File: config.mk
export PLATFORM = sky130hd
export DESIGN_NAME = tdm_demux4_flat
export DESIGN_NICKNAME = d
export VERILOG_FILES = /design/src/rtl/tdm_demux4_pkg.sv /design/src/rtl/tdm_demux4_if.sv /design/src/rtl/tdm_slot_ctr.sv /design/src/rtl/tdm_demux4.sv /design/src/flat_wrapper.sv
export SDC_FILE = /design/constraint.sdc
export NUM_CORES = 1
export LEC_CHECK = 0
export ABC_AREA = 1
export ABC_CLOCK_PERIOD_IN_PS = 1300
export CELL_PAD_IN_SITES_DETAIL_PLACEMENT = 0
export CELL_PAD_IN_SITES_GLOBAL_PLACEMENT = 1
export CORE_AREA = 2 2 40 60
export DETAILED_ROUTE_END_ITERATION = 7
export DIE_AREA = 0 0 42 62
export PLACE_DENSITY = 0.66
export SETUP_SLACK_MARGIN = 0.5
export SLEW_MARGIN = 20
export SYNTH_ARGS = -nofsm -noshare
export SYNTH_HDL_FRONTEND = slang
export SYNTH_HIERARCHICAL = 1
export SYNTH_SLANG_ARGS = --single-unit
File: constraint.sdc
create_clock -name clk -period 1.3 [get_ports clk]
set_clock_uncertainty 0.2 [all_clocks]
set_input_delay 0.39 -clock clk [delete_from_list [all_inputs] [get_ports clk]]
set_output_delay 0.39 -clock clk [all_outputs]
set_load 0.02 [all_outputs]
File: src/rtl/tdm_demux4_pkg.sv
// Shared definitions for the TDM link: frame-alignment states and channel geometry.
package tdm_pkg;

  typedef enum logic {
    HUNT   = 1'b0,
    LOCKED = 1'b1
  } state_t;

  localparam int unsigned NCH    = 4;
  localparam int unsigned SLOT_W = 2;

endpackage

File: src/rtl/tdm_demux4_if.sv
// Serial-in / parallel-out bundle of the 4-channel TDM demultiplexer.
interface tdm_demux4_if #(
  parameter int unsigned W = 1
);

  logic [W-1:0]                 din;
  logic                         din_valid;
  logic                         din_sync;
  logic [tdm_pkg::NCH*W-1:0]    dout;
  logic                         dout_valid;
  logic [tdm_pkg::SLOT_W-1:0]   slot;
  logic                         locked;
  logic                         sync_err;

  modport master (
    output din, din_valid, din_sync,
    input  dout, dout_valid, slot, locked, sync_err
  );

  modport slave (
    input  din, din_valid, din_sync,
    output dout, dout_valid, slot, locked, sync_err
  );

endinterface

File: src/rtl/tdm_slot_ctr.sv
// 2-bit TDM slot counter; priority clear > load-to-1 > advance, wraps 3 -> 0.
module tdm_slot_ctr
  import tdm_pkg::*;
(
  input  logic              clk,
  input  logic              rst_n,
  input  logic              advance,
  input  logic              load1,
  input  logic              clear,
  output logic [SLOT_W-1:0] slot,
  output logic              wrap
);

  always_ff @(posedge clk or negedge rst_n) begin
    if (!rst_n) begin
      slot <= '0;
    end else if (clear) begin
      slot <= '0;
    end else if (load1) begin
      slot <= SLOT_W'(1);
    end else if (advance) begin
      slot <= slot + SLOT_W'(1);
    end
  end

  assign wrap = (slot == '1);

endmodule

File: src/rtl/tdm_demux4.sv
// Receive-side TDM demux: aligns to din_sync and emits all four lanes as one registered word.
module tdm_demux4
  import tdm_pkg::*;
#(
  parameter int unsigned W = 1
) (
  input  logic         clk,
  input  logic         rst_n,
  tdm_demux4_if.slave  bus
);

  state_t              state, state_n;
  logic [3*W-1:0]      shadow, shadow_n;
  logic [NCH*W-1:0]    dout_r, dout_n;
  logic                dv_r, dv_n;
  logic                se_r, se_n;
  logic                adv, ld1, clr;
  logic [SLOT_W-1:0]   slot;
  logic                wrap;

  tdm_slot_ctr u_slot_ctr (
    .clk     (clk),
    .rst_n   (rst_n),
    .advance (adv),
    .load1   (ld1),
    .clear   (clr),
    .slot    (slot),
    .wrap    (wrap)
  );

  always_comb begin
    state_n  = state;
    shadow_n = shadow;
    dout_n   = dout_r;
    dv_n     = 1'b0;
    se_n     = 1'b0;
    adv      = 1'b0;
    ld1      = 1'b0;
    clr      = 1'b0;
    if (bus.din_valid) begin
      unique case (state)
        HUNT: begin
          if (bus.din_sync) begin
            shadow_n[0 +: W] = bus.din;
            ld1              = 1'b1;
            state_n          = LOCKED;
          end
        end
        LOCKED: begin
          if (slot == '0) begin
            if (bus.din_sync) begin
              shadow_n[0 +: W] = bus.din;
              ld1              = 1'b1;
            end else begin
              se_n    = 1'b1;
              clr     = 1'b1;
              state_n = HUNT;
            end
          end else if (bus.din_sync) begin
            // Early sync restarts the frame here; stale upper lanes get overwritten before use.
            se_n             = 1'b1;
            shadow_n[0 +: W] = bus.din;
            ld1              = 1'b1;
          end else if (wrap) begin
            dout_n = {bus.din, shadow};
            dv_n   = 1'b1;
            adv    = 1'b1;
          end else begin
            case (slot)
              SLOT_W'(1): shadow_n[W +: W]   = bus.din;
              SLOT_W'(2): shadow_n[2*W +: W] = bus.din;
              default:    ;
            endcase
            adv = 1'b1;
          end
        end
        default: state_n = HUNT;
      endcase
    end
  end

  always_ff @(posedge clk or negedge rst_n) begin
    if (!rst_n) begin
      state  <= HUNT;
      shadow <= '0;
      dout_r <= '0;
      dv_r   <= 1'b0;
      se_r   <= 1'b0;
    end else begin
      state  <= state_n;
      shadow <= shadow_n;
      dout_r <= dout_n;
      dv_r   <= dv_n;
      se_r   <= se_n;
    end
  end

  assign bus.dout       = dout_r;
  assign bus.dout_valid = dv_r;
  assign bus.slot       = slot;
  assign bus.locked     = (state == LOCKED);
  assign bus.sync_err   = se_r;

endmodule

File: src/flat_wrapper.sv
// flat-port wrapper written by rule: the top's interface ports become plain ports
module tdm_demux4_flat import tdm_pkg::*;
#(
  parameter int unsigned W = 1
)
  (clk, rst_n, bus_din, bus_din_valid, bus_din_sync, bus_dout, bus_dout_valid, bus_slot, bus_locked, bus_sync_err);
  tdm_demux4_if #(.W(W)) bus_i ();
  input  logic clk;
  input  logic rst_n;
  input wire logic [$bits(bus_i.din)-1:0] bus_din;
  input wire logic [$bits(bus_i.din_valid)-1:0] bus_din_valid;
  input wire logic [$bits(bus_i.din_sync)-1:0] bus_din_sync;
  output wire logic [$bits(bus_i.dout)-1:0] bus_dout;
  output wire logic [$bits(bus_i.dout_valid)-1:0] bus_dout_valid;
  output wire logic [$bits(bus_i.slot)-1:0] bus_slot;
  output wire logic [$bits(bus_i.locked)-1:0] bus_locked;
  output wire logic [$bits(bus_i.sync_err)-1:0] bus_sync_err;
  assign bus_i.din = bus_din;
  assign bus_i.din_valid = bus_din_valid;
  assign bus_i.din_sync = bus_din_sync;
  assign bus_dout = bus_i.dout;
  assign bus_dout_valid = bus_i.dout_valid;
  assign bus_slot = bus_i.slot;
  assign bus_locked = bus_i.locked;
  assign bus_sync_err = bus_i.sync_err;
  tdm_demux4 #(.W(W)) u_core (.clk(clk), .rst_n(rst_n), .bus(bus_i));
endmodule
==> metrics.cfg <==
[sta]
hold_viol = 0
max_freq_mhz = 650
setup_viol = 19
drv_slew = 0
rsz0062_at_grt = yes
slew-limit-headroom_pct = 90.3
worst_slew_pin_slew_ps = 144
holdWs_ps = 227
period_share_pct = 118
setup_ws_ps = -239
fin_crit_ps = 1540

[power]
comb_power_share_pct = 52.8
power.total_uw = 1730
peakVddDrop_v = 0.000820
clkPwrFrac_pct = 17.5
internal_power_uw = 1120
p_sw_share_pct = 35.2
net-switching-power_uw = 607
power.leakage_uw = 0.000531
p_seq_share_pct = 29.7
p_per_area_nw_per_um2 = 1640

[setup_path]
crit_chain = buf_4 -> buf_6
cp_data_required_time_ps = 710
critPathBufInv = 2
crit_path_end_kind = output pin
critPathKind = reg -> out
max_stage_delay_ps = 420
path_max_fanout = 2
critical-path-top-delay-family = flip-flops
start_kind = register
arrival_ps = 950
critPathSlowestCell = dfrtp_2

[global_routing]
grt_start_max_net_pins = 13
antenna_found_initial = 0
grt.overflow.total = 0
grt_pass1_wl_um = 2460
grt_use_total_pct = 12.9
grt_pass1_vias = 572

[synth]
syn_area_um2 = 596
synth_flop_cell = dfrtp_1
synth_top_family_by_area = simple AND/OR/NAND/NOR gates
yosysSeqAreaShare_pct = 50.4
postSynth.asyncResetShare_pct = 100
synth_area_leaders = dfrtp_1, nand2_1, inv_1, nand3_1, nor2_1
synthMuxAreaShare_pct = 0
syn_inst = 74
synth_warnings = 6
syn_nets = 81
synthAdderAreaFrac_pct = 4.20
synth_area_per_cell_um2 = 8.05
synth_edf_count = 0
synth_simple_gate_area_share_pct = 34.9
synth_compound_area_share_pct = 2.52
synth_common_cells = nand2_1, dfrtp_1, inv_1
synth-xor-area-share_pct = 0
yosys.area.top_type = dfrtp_1
yosysTopAreaCellShare_pct = 50.4
synthDistinctLibCells = 16
ys_ff_latch = 12
synth.most_common_cell = nand2_1

[detailed_routing]
drc = 0
drtIter0Drc = 8
wl_met1_um = 536
wl_met3_um = 72
wl_per_cell_um = 10.4
totalWireLength_um = 1380
final_antenna_net_count = 0
top_layer = met4
drt-pass1-iter-count = 4
wl_met2_um = 748
vias_per_cell = 4.38
dr_total_vias = 582

[job]
drv_cap = 0

[clocking]
cts.sink_count = 12
h-tree-depth = 1
cts_tree = done
clk_latency_ps = 280
clock_path_buffers = 2
cts_root_buffer = clkbuf_4
clk_pin_slew_worst_paths_ps = 80
cts_made_buffers = 3

[run_status]
violations = negative setup slack
status = finished with violations

[place]
hpwl_um = 1060
portBuffers = 13
place_congestion = 0.711
placedCellCount = 124

[cells_and_area]
areaGrowthSynthToFinish_pct = 76.3
final_nets = 118
num_antenna_cells = 0
layout-drive-gt1-share_pct = 51.8
instances_no_fill = 133

[die]
dieHeight_um = 62
rows = 21
fp.dieW_um = 42
start_util_pct = 28.0
dieArea_um2 = 2600
ios = 14
coreArea_um2 = 2130

[hold_path]
hold_class = in -> async

-- worst paths after layout --
check	startpoint	to	slack (ps)	cells past startpoint
max	u_core/u_slot_ctr/slot[0]	bus_slot[0]	-240	2
min	rst_n	u_core/u_slot_ctr/slot[1]	230	2
max reg2reg	u_core/u_slot_ctr/slot[0]	u_core/bus.dout[0]	-180	7
min reg2reg	u_core/shadow[2]	u_core/shadow[2]	280	2
max in group asynchronous	rst_n	u_core/bus.dout[0]	540	2
min in group clk	bus_din_valid	u_core/bus.locked	270	5
-- sequential cells by signal (all words and copies together) (netlist names) --
register	cells
u_core/bus.dout_valid	1
u_core/bus.locked	1
u_core/u_slot_ctr/slot	2
u_core/bus.sync_err	1
u_core/bus.dout	4
u_core/shadow	3
-- worst register-to-register path, cell delays in order (launching register included) --
cell and delay [ps]:
dfrtp_2 420, buf_6 130, ha_1 210, buf_4 150, nand3_4 110, inv_4 50, nand2_1 50, nand2_1 50
-- layout by cell type (no fill, tap or decap), drive strengths merged --
cell and instances:
nand3 8, inv 12, dfrtp 12, clkbuf 4
buf 30, nor3 1, dlygate4sd2 1, nor2 9
ha 2, nand4 1, clkdlybuf4s50 1, nand2 26
o21ai 3
-- routing by layer --
layer  GRT usage [%]  vias to the layer above
met5               0                        -
met2            25.4                       13
met3            2.02                        2
li1                -                      302
met1            13.5                      265
met4            5.53                        0
-- what timing repair did --
| action | in CTS | in global routing |
|---|---|---|
| buffers inserted | 3 | 2 |
| hold buffers | 0 | 0 |
| gates resized for setup | 74 | 8 |
| setup endpoints to repair | 21 | 21 |
| pin swaps | 5 | 3 |
-- kinds of logic after synthesis --
kind of cell,Yosys count
AOI/OAI and AO/OA,3
buffers and inverters,12
and+or+nand+nor,45
DFF,12
adders and majority gates,2
-- power groups by stage --
stage / sequential, uW / clock [uW] / combinational (uW)
after floorplan: 614 / 0 / 271
after global placement: 505 / 0 / 721
after detailed placement: 506 / 0 / 738
after CTS: 511 / 317 / 852
after global routing: 521 / 344 / 1010
final: 512 / 302 / 911
-- area by class of cell --
type                    instances  area [um^2]
repair buffers                 32          332
clock buffers                   4         36.3
well taps                      23         28.8
inverters                      12         47.5
fillers                       208         1080
flip-flops and latches         12          309
multi-input cells              50          297
-- per-stage QoR --
stage	util, %	instance area, um^2	TNS (ps)	worst slack, ps
floorplan	-	641	-473	-130
global placement	43.1	917	-6360	-472
detailed placement	43.1	917	-6550	-487
CTS	47.6	1010	-2360	-179
global route	49.3	1050	-3550	-292
finish	49.3	1050	-2340	-239
Note: power is estimated with default switching activity, not from simulation.
